===== config.mk =====
export PLATFORM = sky130hd
export DESIGN_NAME = mem_ctrl
export DESIGN_NICKNAME = d
export VERILOG_FILES = /design/src/rtl/mem_ctrl.sv
export SDC_FILE = /design/constraint.sdc
export NUM_CORES = 1
export LEC_CHECK = 0
export BUFFER_PORTS_ARGS = -buffer_cell sky130_fd_sc_hd__buf_2
export CORE_ASPECT_RATIO = 1.4
export CORE_UTILIZATION = 49
export CTS_CLUSTER_SIZE = 28
export DETAILED_ROUTE_END_ITERATION = 16
export PLACE_DENSITY = 0.8
export SLEW_MARGIN = 0
export SYNTH_ARGS = -nofsm -noshare
export SYNTH_HDL_FRONTEND = slang
export SYNTH_SLANG_ARGS = --single-unit
export TNS_END_PERCENT = 5

===== constraint.sdc =====
create_clock -name clk -period 2.2 [get_ports clk]
set_clock_uncertainty 0.05 [all_clocks]
set_input_delay 0.22 -clock clk [delete_from_list [all_inputs] [get_ports clk]]
set_output_delay 0.22 -clock clk [all_outputs]
set_load 0.1 [all_outputs]

===== src/rtl/mem_ctrl.sv =====
// Command sequencer for an 8x8 asynchronous SRAM: single read/write, clear-all and XOR checksum.
// Writes get one cycle of address/data setup and one of hold around a single-cycle m_RW=0 strobe.
module mem_ctrl (
  input  logic       clk,
  input  logic       rst,
  input  logic       req,
  input  logic [1:0] cmd,
  input  logic [2:0] waddr,
  input  logic [7:0] wdata,
  output logic       busy,
  output logic       done,
  output logic [7:0] rdata,
  output logic       m_RW,
  output logic [2:0] m_addr,
  output logic [7:0] m_i,
  input  logic [7:0] m_o
);

  localparam logic [1:0] CMD_RD   = 2'b00;
  localparam logic [1:0] CMD_WR   = 2'b01;
  localparam logic [1:0] CMD_CLR  = 2'b10;
  localparam logic [1:0] CMD_CSUM = 2'b11;

  typedef enum logic [2:0] {IDLE, W_SETUP, W_STROBE, W_HOLD, R_ADDR, R_CAP, FIN} state_t;

  state_t     state, nxt;
  logic [1:0] op;
  logic [2:0] cnt;
  logic       last;

  assign last = (cnt == 3'd7);

  always_ff @(posedge clk or posedge rst) begin
    if (rst) state <= IDLE;
    else     state <= nxt;
  end

  // m_RW is decoded from state only, so the async reset pulls it high at once
  always_comb begin
    nxt  = state;
    busy = (state != IDLE);
    done = (state == FIN);
    m_RW = (state != W_STROBE);
    case (state)
      IDLE:     if (req) nxt = (cmd == CMD_RD || cmd == CMD_CSUM) ? R_ADDR : W_SETUP;
      W_SETUP:  nxt = W_STROBE;
      W_STROBE: nxt = W_HOLD;
      W_HOLD:   nxt = (op == CMD_CLR && !last) ? W_SETUP : FIN;
      R_ADDR:   nxt = R_CAP;
      R_CAP:    nxt = (op == CMD_CSUM && !last) ? R_ADDR : FIN;
      FIN:      nxt = IDLE;
      default:  nxt = IDLE;
    endcase
  end

  always_ff @(posedge clk or posedge rst) begin
    if (rst) begin
      op     <= CMD_RD;
      cnt    <= 3'd0;
      rdata  <= 8'h00;
      m_addr <= 3'd0;
      m_i    <= 8'h00;
    end else begin
      case (state)
        IDLE: if (req) begin
          op  <= cmd;
          cnt <= 3'd0;
          case (cmd)
            CMD_RD:   m_addr <= waddr;
            CMD_WR:   begin m_addr <= waddr; m_i <= wdata; end
            CMD_CLR:  begin m_addr <= 3'd0;  m_i <= 8'h00; end
            CMD_CSUM: begin m_addr <= 3'd0;  rdata <= 8'h00; end
            default:  ;
          endcase
        end
        W_HOLD: if (op == CMD_CLR && !last) begin
          cnt    <= cnt + 3'd1;
          m_addr <= cnt + 3'd1;
        end
        R_CAP: begin
          if (op == CMD_CSUM) begin
            rdata <= rdata ^ m_o;
            if (!last) begin
              cnt    <= cnt + 3'd1;
              m_addr <= cnt + 3'd1;
            end
          end else begin
            rdata <= m_o;
          end
        end
        default: ;
      endcase
    end
  end

endmodule


==> results.sh <==
export IMPL_clockRootBuffer="clkbuf_8"
export IMPL_grt_pass1_wl_mm=5.32
export IMPL_worst_slack_ns=0.0555
export IMPL_clk_latency_ns=0.28
export IMPL_area_growth_pct=19.4
export IMPL_synth_area_per_cell_um2=10.1
export IMPL_min_period_over_period_pct=97.5
export IMPL_fin_crit_ns=2.14
export IMPL_hold_depth=2
export IMPL_cts_num_sinks=27
export IMPL_worst_pin_slew_ns=0.524
export IMPL_cts_tree="yes"
export IMPL_cap_violations=0
export IMPL_ys_ff_latch=27
export IMPL_syn_inst=149
export IMPL_relSlewSlack_pct=65.1
export IMPL_clk_pin_slew_ns=0.09
export IMPL_setup_tns_final_ns=0
export IMPL_ys_seq_area_share_pct=45.1
export IMPL_vias=1262
export IMPL_first_iter_violations=37
export IMPL_dpl_hpwl_mm=2.35
export IMPL_start_kind="register"
export IMPL_port_buffers=45
export IMPL_io_pins=46
export IMPL_crit_fanout=6
export IMPL_grt_overflow_total=0
export IMPL_required_ns=2.32
export IMPL_endpoint_kind="register"
export IMPL_drv_slew=0
export IMPL_grt_max_degree=28
export IMPL_gp_congestion=0.869
export IMPL_antenna_cells=0
export IMPL_cpLargestDelayFamily="flip-flops"
export IMPL_via_per_inst=5.46
export IMPL_crit_top_cell="ha_1"
export IMPL_synth_edff_count=0
export IMPL_ys_types=40
export IMPL_worstReg2RegStart="cnt[0]$_DFFE_PP0P_"
export IMPL_drc=0
export IMPL_dr_pass1_iters=4
export IMPL_worstHoldStart="m_o[7]"
export IMPL_grt_pass1_vias=1190
export IMPL_die_w_um=48.7
export IMPL_wire_per_inst_um=14.0
export IMPL_max_freq_mhz=466
export IMPL_ctsResizeCount=0
export IMPL_crit_chain="ha_1 -> ha_1 -> or3b_4 -> a31oi_4 -> o211ai_4 -> mux2_4"
export IMPL_synthArstFlopShare_pct=100
export IMPL_core_area_mm2=0.00288
export IMPL_die_area_mm2=0.00329
export IMPL_antenna_found_initial=0
export IMPL_routed_wl_mm=3.23
export IMPL_ys_warn_count=0
export IMPL_hold_viol=0
export IMPL_netlist_area_mm2=0.00150
export IMPL_critical_path_max_stage_delay_ns=0.43
export IMPL_setup_viol=0
export IMPL_regToRegSetupSlack_ns=0.06
export IMPL_drtAntennaViolNets=0
export IMPL_cp_slowest_cell="dfrtp_1"
export IMPL_r2r_end="m_addr[2]$_DFFE_PP0P_"
export IMPL_syn_nets=177
export IMPL_start_util_pct=52.1
export IMPL_cts_htree_levels=1
export IMPL_arrival_ns=2.26
export IMPL_dpl_worst_slack_ns=0.0822
export IMPL_final_common_cell="buf_2"
export IMPL_mostFrequentLayoutCells="buf_2, dfrtp_1, nand2_1"
export IMPL_reg2reg_depth=6
export IMPL_nNetsFinal=223
export IMPL_die_y_um=67.4
export IMPL_critPathBufInv=0
export IMPL_rsz0062_at_grt="false"
export IMPL_worstSetupPathType="register to register"
export IMPL_num_fill_cells=261
export IMPL_clk_path_buf_depth=2
export IMPL_core_rowCount=23
export IMPL_status="complete, no violations"
export IMPL_grtUsageTotal_pct=21.6
export IMPL_hold_class="input port to register"
export IMPL_drive_above_1_share_pct=33.5
export IMPL_cts_made_buffers=3
export IMPL_ys_flop_type="dfrtp_1"
export IMPL_hold_end="rdata[7]$_DFFE_PP0P_"
[state kept, by name, summed over array words and instances (netlist names)]
name    flops
m_i         8
op          2
cnt         3
rdata       8
state       3
m_addr      3
[cell type report]
| cell class | instances | area [µm²] | area share [%] |
|---|---|---|---|
| tap | 37 | 46.3 | 2.59 |
| clock buffer | 3 | 41.3 | 2.31 |
| sequential | 27 | 676 | 37.8 |
| clock inverter | 1 | 5.00 | 0.280 |
| inverter | 6 | 22.5 | 1.26 |
| timing repair buffer | 48 | 250 | 14.0 |
| multi-input combinational | 109 | 748 | 41.8 |
[worst max path at each step]
stage,startpoint,slack [ns],cells after the start,endpoint
6_report,cnt[0]$_DFFE_PP0P_,0.06,6,m_addr[2]$_DFFE_PP0P_
5_1_grt,cnt[0]$_DFFE_PP0P_,0.007,6,m_addr[1]$_DFFE_PP0P_
4_1_cts,cnt[0]$_DFFE_PP0P_,0.04,6,m_addr[2]$_DFFE_PP0P_
3_5_place_dp,cnt[0]$_DFFE_PP0P_,0.08,6,m_addr[2]$_DFFE_PP0P_
3_3_place_gp,cnt[0]$_DFFE_PP0P_,0.16,6,m_addr[1]$_DFFE_PP0P_
2_1_floorplan,cnt[0]$_DFFE_PP0P_,0.21,6,m_addr[0]$_DFFE_PP0P_
[worst reg2reg max path, stage by stage, from the launching register on]
cell and delay, ns:
dfrtp_1 0.43, ha_1 0.22, ha_1 0.21, or3b_4 0.41, a31oi_4 0.21, o211ai_4 0.17, mux2_4 0.33
[kinds of logic after synthesis]
group,after synthesis,synth area share (%)
adders and majority gates,4,3.34
AOI/OAI and AO/OA,41,19.5
muxes,6,5.09
and+or+nand+nor,52,18.4
xor gates and xnor gates,6,3.51
buffers and inverters,13,5.01
DFF,27,45.1
[cell usage after synthesis (3+ instances only)]
cell | n | share of area (%)
mux2_4 | 3 | 3.0
dfrtp_1 | 27 | 45
a22o_1 | 7 | 4.1
nand2b_1 | 9 | 3.8
xor2_1 | 6 | 3.5
o21ai_0 | 17 | 5.7
inv_1 | 6 | 1.5
buf_6 | 3 | 2.3
clkbuf_1 | 3 | 0.75
ha_1 | 4 | 3.3
a21oi_1 | 5 | 1.7
nand2_1 | 26 | 6.5
nor2_1 | 3 | 0.75
[through the flow]
stage / std cells / util, % / hold WS (ns) / cell area [µm²]
after floorplan: 149 / - / 0.223 / 1500
after global placement: 226 / 60.2 / 0.241 / 1730
after detailed placement: 226 / 60.2 / 0.245 / 1730
after CTS: 231 / 62.2 / 0.134 / 1790
after global routing: 231 / 62.2 / 0.148 / 1790
final: 231 / 62.2 / 0.129 / 1790
[layer usage]
metal	GRT usage [%]	part of all wire, %	up-vias
met2	41.0	54	36
met3	2.25	3.9	5
met5	0	0	-
met4	8.82	1.8	0
met1	24.8	40	611
li1	-	-	610
[what timing repair did]
| action | 4_1_cts | 5_1_grt |
|---|---|---|
| hold buffers | 1 | 0 |
| setup endpoints to repair | 0 | 3 |
| endpoints found under the hold margin | 27 | 0 |
| buffers inserted | 0 | 0 |
Power is not shown: default switching activity piles up to over one toggle a cycle in this logic, so the estimate is an artifact.
